File: src/rtl/fifo_read_packer.sv
`default_nettype none
// fifo_read_packer: drains a FIFO read port and packs RATIO narrow words into one wide word.
// The wide word goes out on valid/ready; a flush emits a partial word with a lane keep mask.
module fifo_read_packer #(
  parameter int NARROW_WIDTH = 8,
  parameter int RATIO        = 2
) (
  input  logic                           clk_i,
  input  logic                           reset_ni,
  input  logic                           empty_i,
  input  logic [NARROW_WIDTH-1:0]        read_data_i,
  output logic                           read_o,
  input  logic                           flush_i,
  output logic                           wide_valid_o,
  input  logic                           wide_ready_i,
  output logic [NARROW_WIDTH*RATIO-1:0]  wide_data_o,
  output logic [RATIO-1:0]               wide_keep_o
);

  localparam int WIDE_WIDTH = NARROW_WIDTH * RATIO;
  localparam int ASM_WIDTH  = NARROW_WIDTH * (RATIO - 1);
  localparam int LANE_W     = $clog2(RATIO);
  localparam logic [LANE_W-1:0] LAST_LANE = LANE_W'(RATIO - 1);

  typedef enum logic [0:0] {
    IDLE_FILL  = 1'b0,
    FLUSH_WAIT = 1'b1
  } state_t;

  state_t                  state_q, state_d;
  logic [LANE_W-1:0]       lane_q, lane_d;
  logic [ASM_WIDTH-1:0]    asm_q, asm_d;
  logic                    out_free, last_lane, pop, complete;
  logic                    flush_accept, load_full, load_partial;
  logic [LANE_W-1:0]       fill_cnt;
  logic [WIDE_WIDTH-1:0]   part_data;
  logic [RATIO-1:0]        part_keep;

  assign out_free  = ~wide_valid_o | wide_ready_i;
  assign last_lane = (lane_q == LAST_LANE);
  // The final lane bypasses the assembly register, so it may only pop when the output can load.
  assign pop       = reset_ni & ~empty_i & (state_q != FLUSH_WAIT) & (~last_lane | out_free);
  assign complete  = pop & last_lane;
  assign fill_cnt  = lane_q + LANE_W'(pop);
  assign read_o    = pop;

  always_comb begin
    state_d      = state_q;
    lane_d       = lane_q;
    flush_accept = 1'b0;
    load_full    = 1'b0;
    load_partial = 1'b0;
    case (state_q)
      IDLE_FILL: begin
        // A flush that coincides with a completing pop is absorbed by that completion.
        flush_accept = flush_i & ~complete & (pop | (lane_q != '0));
        if (complete) begin
          load_full = 1'b1;
          lane_d    = '0;
        end else if (flush_accept) begin
          if (out_free) begin
            load_partial = 1'b1;
            lane_d       = '0;
          end else begin
            state_d = FLUSH_WAIT;
            lane_d  = fill_cnt;
          end
        end else if (pop) begin
          lane_d = lane_q + LANE_W'(1);
        end
      end
      FLUSH_WAIT: begin
        if (out_free) begin
          load_partial = 1'b1;
          lane_d       = '0;
          state_d      = IDLE_FILL;
        end
      end
      default: state_d = IDLE_FILL;
    endcase
  end

  // Partial word is built from the assembly lanes including any word popped this cycle.
  always_comb begin
    asm_d     = asm_q;
    part_data = '0;
    part_keep = '0;
    for (int k = 0; k < RATIO - 1; k++) begin
      if (pop && !last_lane && (lane_q == LANE_W'(k))) begin
        asm_d[k*NARROW_WIDTH +: NARROW_WIDTH] = read_data_i;
      end
      if (LANE_W'(k) < fill_cnt) begin
        part_data[k*NARROW_WIDTH +: NARROW_WIDTH] = asm_d[k*NARROW_WIDTH +: NARROW_WIDTH];
        part_keep[k] = 1'b1;
      end
    end
  end

  always_ff @(posedge clk_i or negedge reset_ni) begin
    if (!reset_ni) begin
      state_q      <= IDLE_FILL;
      lane_q       <= '0;
      asm_q        <= '0;
      wide_valid_o <= 1'b0;
      wide_data_o  <= '0;
      wide_keep_o  <= '0;
    end else begin
      state_q <= state_d;
      lane_q  <= lane_d;
      asm_q   <= asm_d;
      if (load_full) begin
        wide_data_o  <= {read_data_i, asm_q};
        wide_keep_o  <= '1;
        wide_valid_o <= 1'b1;
      end else if (load_partial) begin
        wide_data_o  <= part_data;
        wide_keep_o  <= part_keep;
        wide_valid_o <= 1'b1;
      end else if (wide_ready_i) begin
        wide_valid_o <= 1'b0;
      end
    end
  end

endmodule
`default_nettype wire
File: config.mk
export PLATFORM = sky130hd
export DESIGN_NAME = fifo_read_packer
export DESIGN_NICKNAME = d
export VERILOG_FILES = /design/src/rtl/fifo_read_packer.sv
export SDC_FILE = /design/constraint.sdc
export NUM_CORES = 1
export LEC_CHECK = 0
export BUFFER_PORTS_ARGS = -buffer_cell sky130_fd_sc_hd__buf_4
export CELL_PAD_IN_SITES_DETAIL_PLACEMENT = 0
export CELL_PAD_IN_SITES_GLOBAL_PLACEMENT = 1
export CORE_MARGIN = 5
export CORE_UTILIZATION = 36
export DETAILED_ROUTE_END_ITERATION = 8
export GPL_TIMING_DRIVEN = 0
export PLACE_DENSITY_LB_ADDON = 0.1
export RECOVER_POWER = 50
export REMOVE_ABC_BUFFERS = 1
export SYNTH_ARGS = -nofsm -noshare
export SYNTH_HDL_FRONTEND = slang
export SYNTH_SLANG_ARGS = --single-unit
export TNS_END_PERCENT = 5
File: constraint.sdc
create_clock -name clk_i -period 1.9 [get_ports clk_i]
set_input_delay 0.57 -clock clk_i [delete_from_list [all_inputs] [get_ports clk_i]]
set_output_delay 0.57 -clock clk_i [all_outputs]
set_load 0.01 [all_outputs]
# Yosys cells after proc, flatten, opt, wreduce, memory -nomap -nowiden
# Cells that the tools add are included.
[totals]
ff_bits = 29
in_bits = 13
out_inout_bits = 20
wordCells = 57
[op_classes]
n_addsub = 2
order_cmp = 1
n_eq_ne = 2
muxes = 26
bitwise_logic = 14
n_reduce_logical = 6
[ops]
columns = ["op", "n"]
rows = [
  ["$mux 16", 2],
  ["$mux 1", 17],
  ["$mux 8", 2],
  ["$and 1x1->1", 6],
  ["$pmux 1 s2", 3],
  ["$not 1->1", 5],
  ["$mux 2", 2],
  ["$ne 4x3->1 const B", 1],
  ["$or 1x1->1", 3],
  ["$reduce_bool 3->1", 1],
  ["$logic_and 1x1->1", 2],
  ["$ne 2x1->1 const B", 1],
  ["$reduce_and 2->1", 1],
  ["$reduce_bool 2->1", 1],
  ["$add 1x1->1", 1],
  ["$add 1x1->1 const B", 1],
  ["$logic_not 1->1", 1],
  ["$lt 1x1->1 const A", 1],
]

# Longest topological paths before layout
[logic_depth]
depth_word = 13
depth_mapped = 9
mapped_depth_nobuf = 8

# Worst setup path before layout
# No wires, ideal clock.
[synth_timing]
kind = "input port to flip-flop"
from = "input port reset_ni"
to = "register wide_data_o[2]"
setup_ns = 0.126
arrival_time_ns = 2.354
required_ns = 1.774
setup_slack_ns = -0.580
stages = 9
n_path_buf = 2
path_cell_list = "nor2b_1 -> nand2b_1 -> a21oi_1 -> ha_1 -> nand2b_1 -> and3_1 -> clkbuf_1 -> clkbuf_1 -> a221o_1"
[synth_between]
elab_chain_len = 11
elab_cells_between_ends = 22
cone_classes = "1 x add/sub; 1 x order compare; 9 x mux; 8 x bitwise; 3 x reduce/logical"
[synth_lines]
columns = ["item", "line_no", "source"]
rows = [
  ["from (decl)", "9", "input logic reset_ni,"],
  ["$and 1x1->1 (*) (3 in a row)", "42", "assign pop = reset_ni & ~empty_i & (state_q != FLUSH_WAIT) & (~last_lane | out_free);"],
  ["named net read_o", "12", "output logic read_o,"],
  ["$and 1x1->1", "43", "assign complete = pop & last_lane;"],
  ["$not 1->1", "56", "flush_accept = flush_i & ~complete & (pop | (lane_q != '0));"],
  ["$and 1x1->1 (2 in a row)", "56", ""],
  ["$mux 1", "60", "end else if (flush_accept) begin"],
  ["$mux 1", "57", "if (complete) begin"],
  ["$pmux 1 s2", "53", "case (state_q)"],
  ["$reduce_bool 2->1 (no line)", "-", ""],
  ["to (signal assigned)", "112", "wide_data_o <= {read_data_i, asm_q};"],
  ["to (signal assigned)", "116", "wide_data_o <= part_data;"],
  ["to (decl)", "16", "output logic [NARROW_WIDTH*RATIO-1:0] wide_data_o,"],
]
# The timed path passes the listed nets; every way through them passes the cells marked *. The select of a mux whose other input is x is not followed.
# A chain may end at the register's enable or synchronous reset.

# Worst setup path after layout
[layout_timing]
from = "register state_q"
to = "register wide_data_o[0]"
[layout_between]
elab_chain_len = 11
elab_cells_between_ends = 22
cone_classes = "1 x add/sub; 1 x order compare; 9 x mux; 8 x bitwise; 3 x reduce/logical"
[layout_lines]
columns = ["item", "line_no", "source"]
rows = [
  ["from (decl)", "30", "state_t state_q, state_d;"],
  ["from (signal assigned)", "108", "state_q <= state_d;"],
  ["$not 1->1", "-", ""],
  ["$and 1x1->1 (2 in a row)", "42", ""],
  ["$and 1x1->1", "43", ""],
  ["$not 1->1", "56", ""],
  ["$and 1x1->1 (2 in a row)", "56", ""],
  ["$mux 1", "60", ""],
  ["$mux 1", "57", ""],
  ["$pmux 1 s2", "53", ""],
  ["$reduce_bool 2->1 (no line)", "-", ""],
]
# Parallel ways exist; a longest one is shown, timed or not. The select of a mux whose other input is x is not followed.

==> reports/metrics.cfg <==
[placed_design]
gp_congestion=0.709
port_buffers=32
hpwl_um=1870
pre_cts_ws_ns=-2.10

[drt]
routed.top_layer=met4
drtPass1Iterations=4
wl_per_cell_um=16.6
vias=1076
wl_met3_um=173
drt_iter0_drc=46
ant_nets=0
wl_um=3340
viasPerCell=5.35
wl_met2_um=1610
wl_met1_um=1500
drcViolationCount=0

[yosys]
syn_avg_cell_area_um2=12.2
yosys.area_share.simple_pct=11.0
synth_seq_area_share_pct=55.4
synthAdderAreaFrac_pct=0.956
synthArstFlopShare_pct=100
synth.distinct_cells=26
synth_top_family_by_area=compound AO/OA/AOI/OAI gates
muxShareOfSynthArea_pct=7.74
syn_area_um2=1310
synth_compound_area_share_pct=22.2
synthXorXnorAreaFrac_pct=0
synth_seq_cells=29
netlist_top_cells_count=dfrtp_1 (29), a22o_1 (16), mux2_2 (9)
yosys-top-cells-area=dfrtp_1 (55%), a22o_1 (11%), mux2_2 (7.7%)
synth_flop_cell=dfrtp_1
yosysMostFrequentCell=dfrtp_1
synth_top_area_share_pct=55.4
syn_inst=107
synth-edff-count=0
yosys_warnings=0
synth_top_cell_by_area=dfrtp_1

[floorplan]
io_pins=33
core_area_um2=3580
row_count=22
die_area_um2=4940
start_util_pct=36.6
die_w_um=70.3
fp.dieH_um=70.3

[worst_hold_path]
hold_path_class=input pin to asynchronous set/reset pin

[layout]
layout-drive-gt1-share_pct=41.8
nFillCells=330
nNetsFinal=166
syn2layout_area_growth_pct=38.6
num_antenna_cells=0

[sta]
hold_slack_ns=0.307
period_minus_slack_ns=1.88
worstMarginPinSlew_ns=0.837
grt_setup_unrepaired=true
finalCritPeriodShare_pct=99.2
fmax_mhz=531
slew_headroom_pct=44.2
maxSlewViolCount=0
setup_violations=0
setup_ws_ns=0.0153
fin_skew_ns=0.00809
hold_viol_final=0
setup_tns_ns=0

[pwr]
irDropWorstVdd_uv=596
power.leakage_nw=0.852
design_power_total_mw=2.56
powerDensity_nw_per_um2=1410

[status]
status=completed

[worst_setup_path]
crit_path_end_kind=flop
crit_required_ns=2.12
worstPathArrival_ns=2.10
critPathTopFamily=simple AND/OR/NAND/NOR gates
critPathLaunchType=flop
critPathKind=flop to flop
worst-path-max-fanout=8
critPathMaxStageDelay_ns=0.60
cp_slowest_cell=or4b_4
critical_path_buf_inv_count=1
cp_cell_sequence=or4b_4 -> buf_12 -> a22o_1 -> a221o_1

[clock_network]
cts_root_buf=clkbuf_4
worstSkewPairLatency_ns=0.33
cts_tree=yes
htree_levels=2
clk_path_buf_depth=2
cts_inserted_buffers=5
clkTransAtPathRegs_ns=0.10
clock-sinks=29

[global_routing]
grt_pass1_wl_um=5490
grt_use_total_pct=14.4
grt_pass1_vias=1097
grt_overflow=0
grt_max_degree=18
antenna_found_initial=0

[job]
max-cap-violations=0

-- final cells by class --
| type | count | area, um^2 | share of cell area, % |
|---|---|---|---|
| inverters | 2 | 7.51 | 0.414 |
| multi-input cells | 71 | 607 | 33.4 |
| well taps | 48 | 60.1 | 3.31 |
| flip-flops and latches | 29 | 728 | 40.1 |
| clock buffers | 7 | 65.1 | 3.59 |
| repair buffers | 43 | 342 | 18.8 |
| clock inverters | 1 | 5.00 | 0.276 |
-- cell families (layout without fill, tap and decap cells) --
group / count (synthesis) / count (layout)
buf+inv: 7 / 53
compound gates: 35 / 35
flops: 29 / 29
mux: 9 / 9
fa+ha+maj: 1 / 1
simple gates: 26 / 26
-- final timing paths --
| check | endpoint | depth (start not counted) | slack [ns] | start |
|---|---|---|---|---|
| worst max-delay path | wide_data_o[0] | 4 | 0.02 | state_q |
| worst min-delay path | asm_q[4] | 1 | 0.31 | reset_ni |
| worst max register to register | wide_data_o[0] | 4 | 0.02 | state_q |
| worst min register to register | wide_data_o[14] | 1 | 0.51 | wide_data_o[14] |
| max in group asynchronous | state_q | 2 | 0.69 | reset_ni |
| min in group clk_i | wide_data_o[9] | 2 | 0.48 | read_data_i[1] |
-- power breakdown --
part | internal [mW] | switching (mW) | leakage, nW | total (mW)
Sequential | 0.875 | 0.171 | 0.368 | 1.05
Combinational | 0.599 | 0.472 | 0.443 | 1.07
Clock | 0.214 | 0.224 | 0.0413 | 0.438
Total | 1.69 | 0.867 | 0.852 | 2.56
-- flip-flops by register name (all words and copies together) (netlist names) --
name and flops:
wide_data_o 16, state_q 1, asm_q 8, wide_valid_o 1, lane_q 1, wide_keep_o 2
-- routing by layer --
| metal | up-vias | track usage (%) |
|---|---|---|
| met4 | 0 | 4.47 |
| met1 | 538 | 17.1 |
| li1 | 499 | - |
| met3 | 8 | 5.76 |
| met5 | - | 0 |
| met2 | 31 | 23.7 |
-- what timing repair did --
item	in CTS	in global routing
hold buffers	0	2
setup buffers	6	2
gates cloned	1	0
pin swaps	2	1
hold endpoints to repair	0	13
gates resized for setup	19	3
endpoints found under the setup margin	30	8
-- through the flow --
stage | area [um^2] | instances | utilization [%]
2_1_floorplan | 1280 | 102 | -
3_3_place_gp | 1580 | 182 | 44.2
3_5_place_dp | 1580 | 182 | 44.2
4_1_cts | 1820 | 197 | 50.8
5_1_grt | 1810 | 201 | 50.7
6_report | 1810 | 201 | 50.7
-- cells in the final DEF, fill, tap and decap left out, types with 2 or more instances in the layout --
master,count
o21ai_0,2
nand2b_1,2
inv_1,2
nand2_1,5
clkbuf_4,5
o211ai_1,2
clkbuf_1,6
clkbuf_8,2
a22o_1,16
nor2b_4,3
and2_1,8
nor2_1,2
dfrtp_2,2
mux2_2,9
dfrtp_1,27
dlygate4sd3_1,2
a221o_1,7
buf_4,32
nand3_1,2
(Power assumes the default switching activity.)
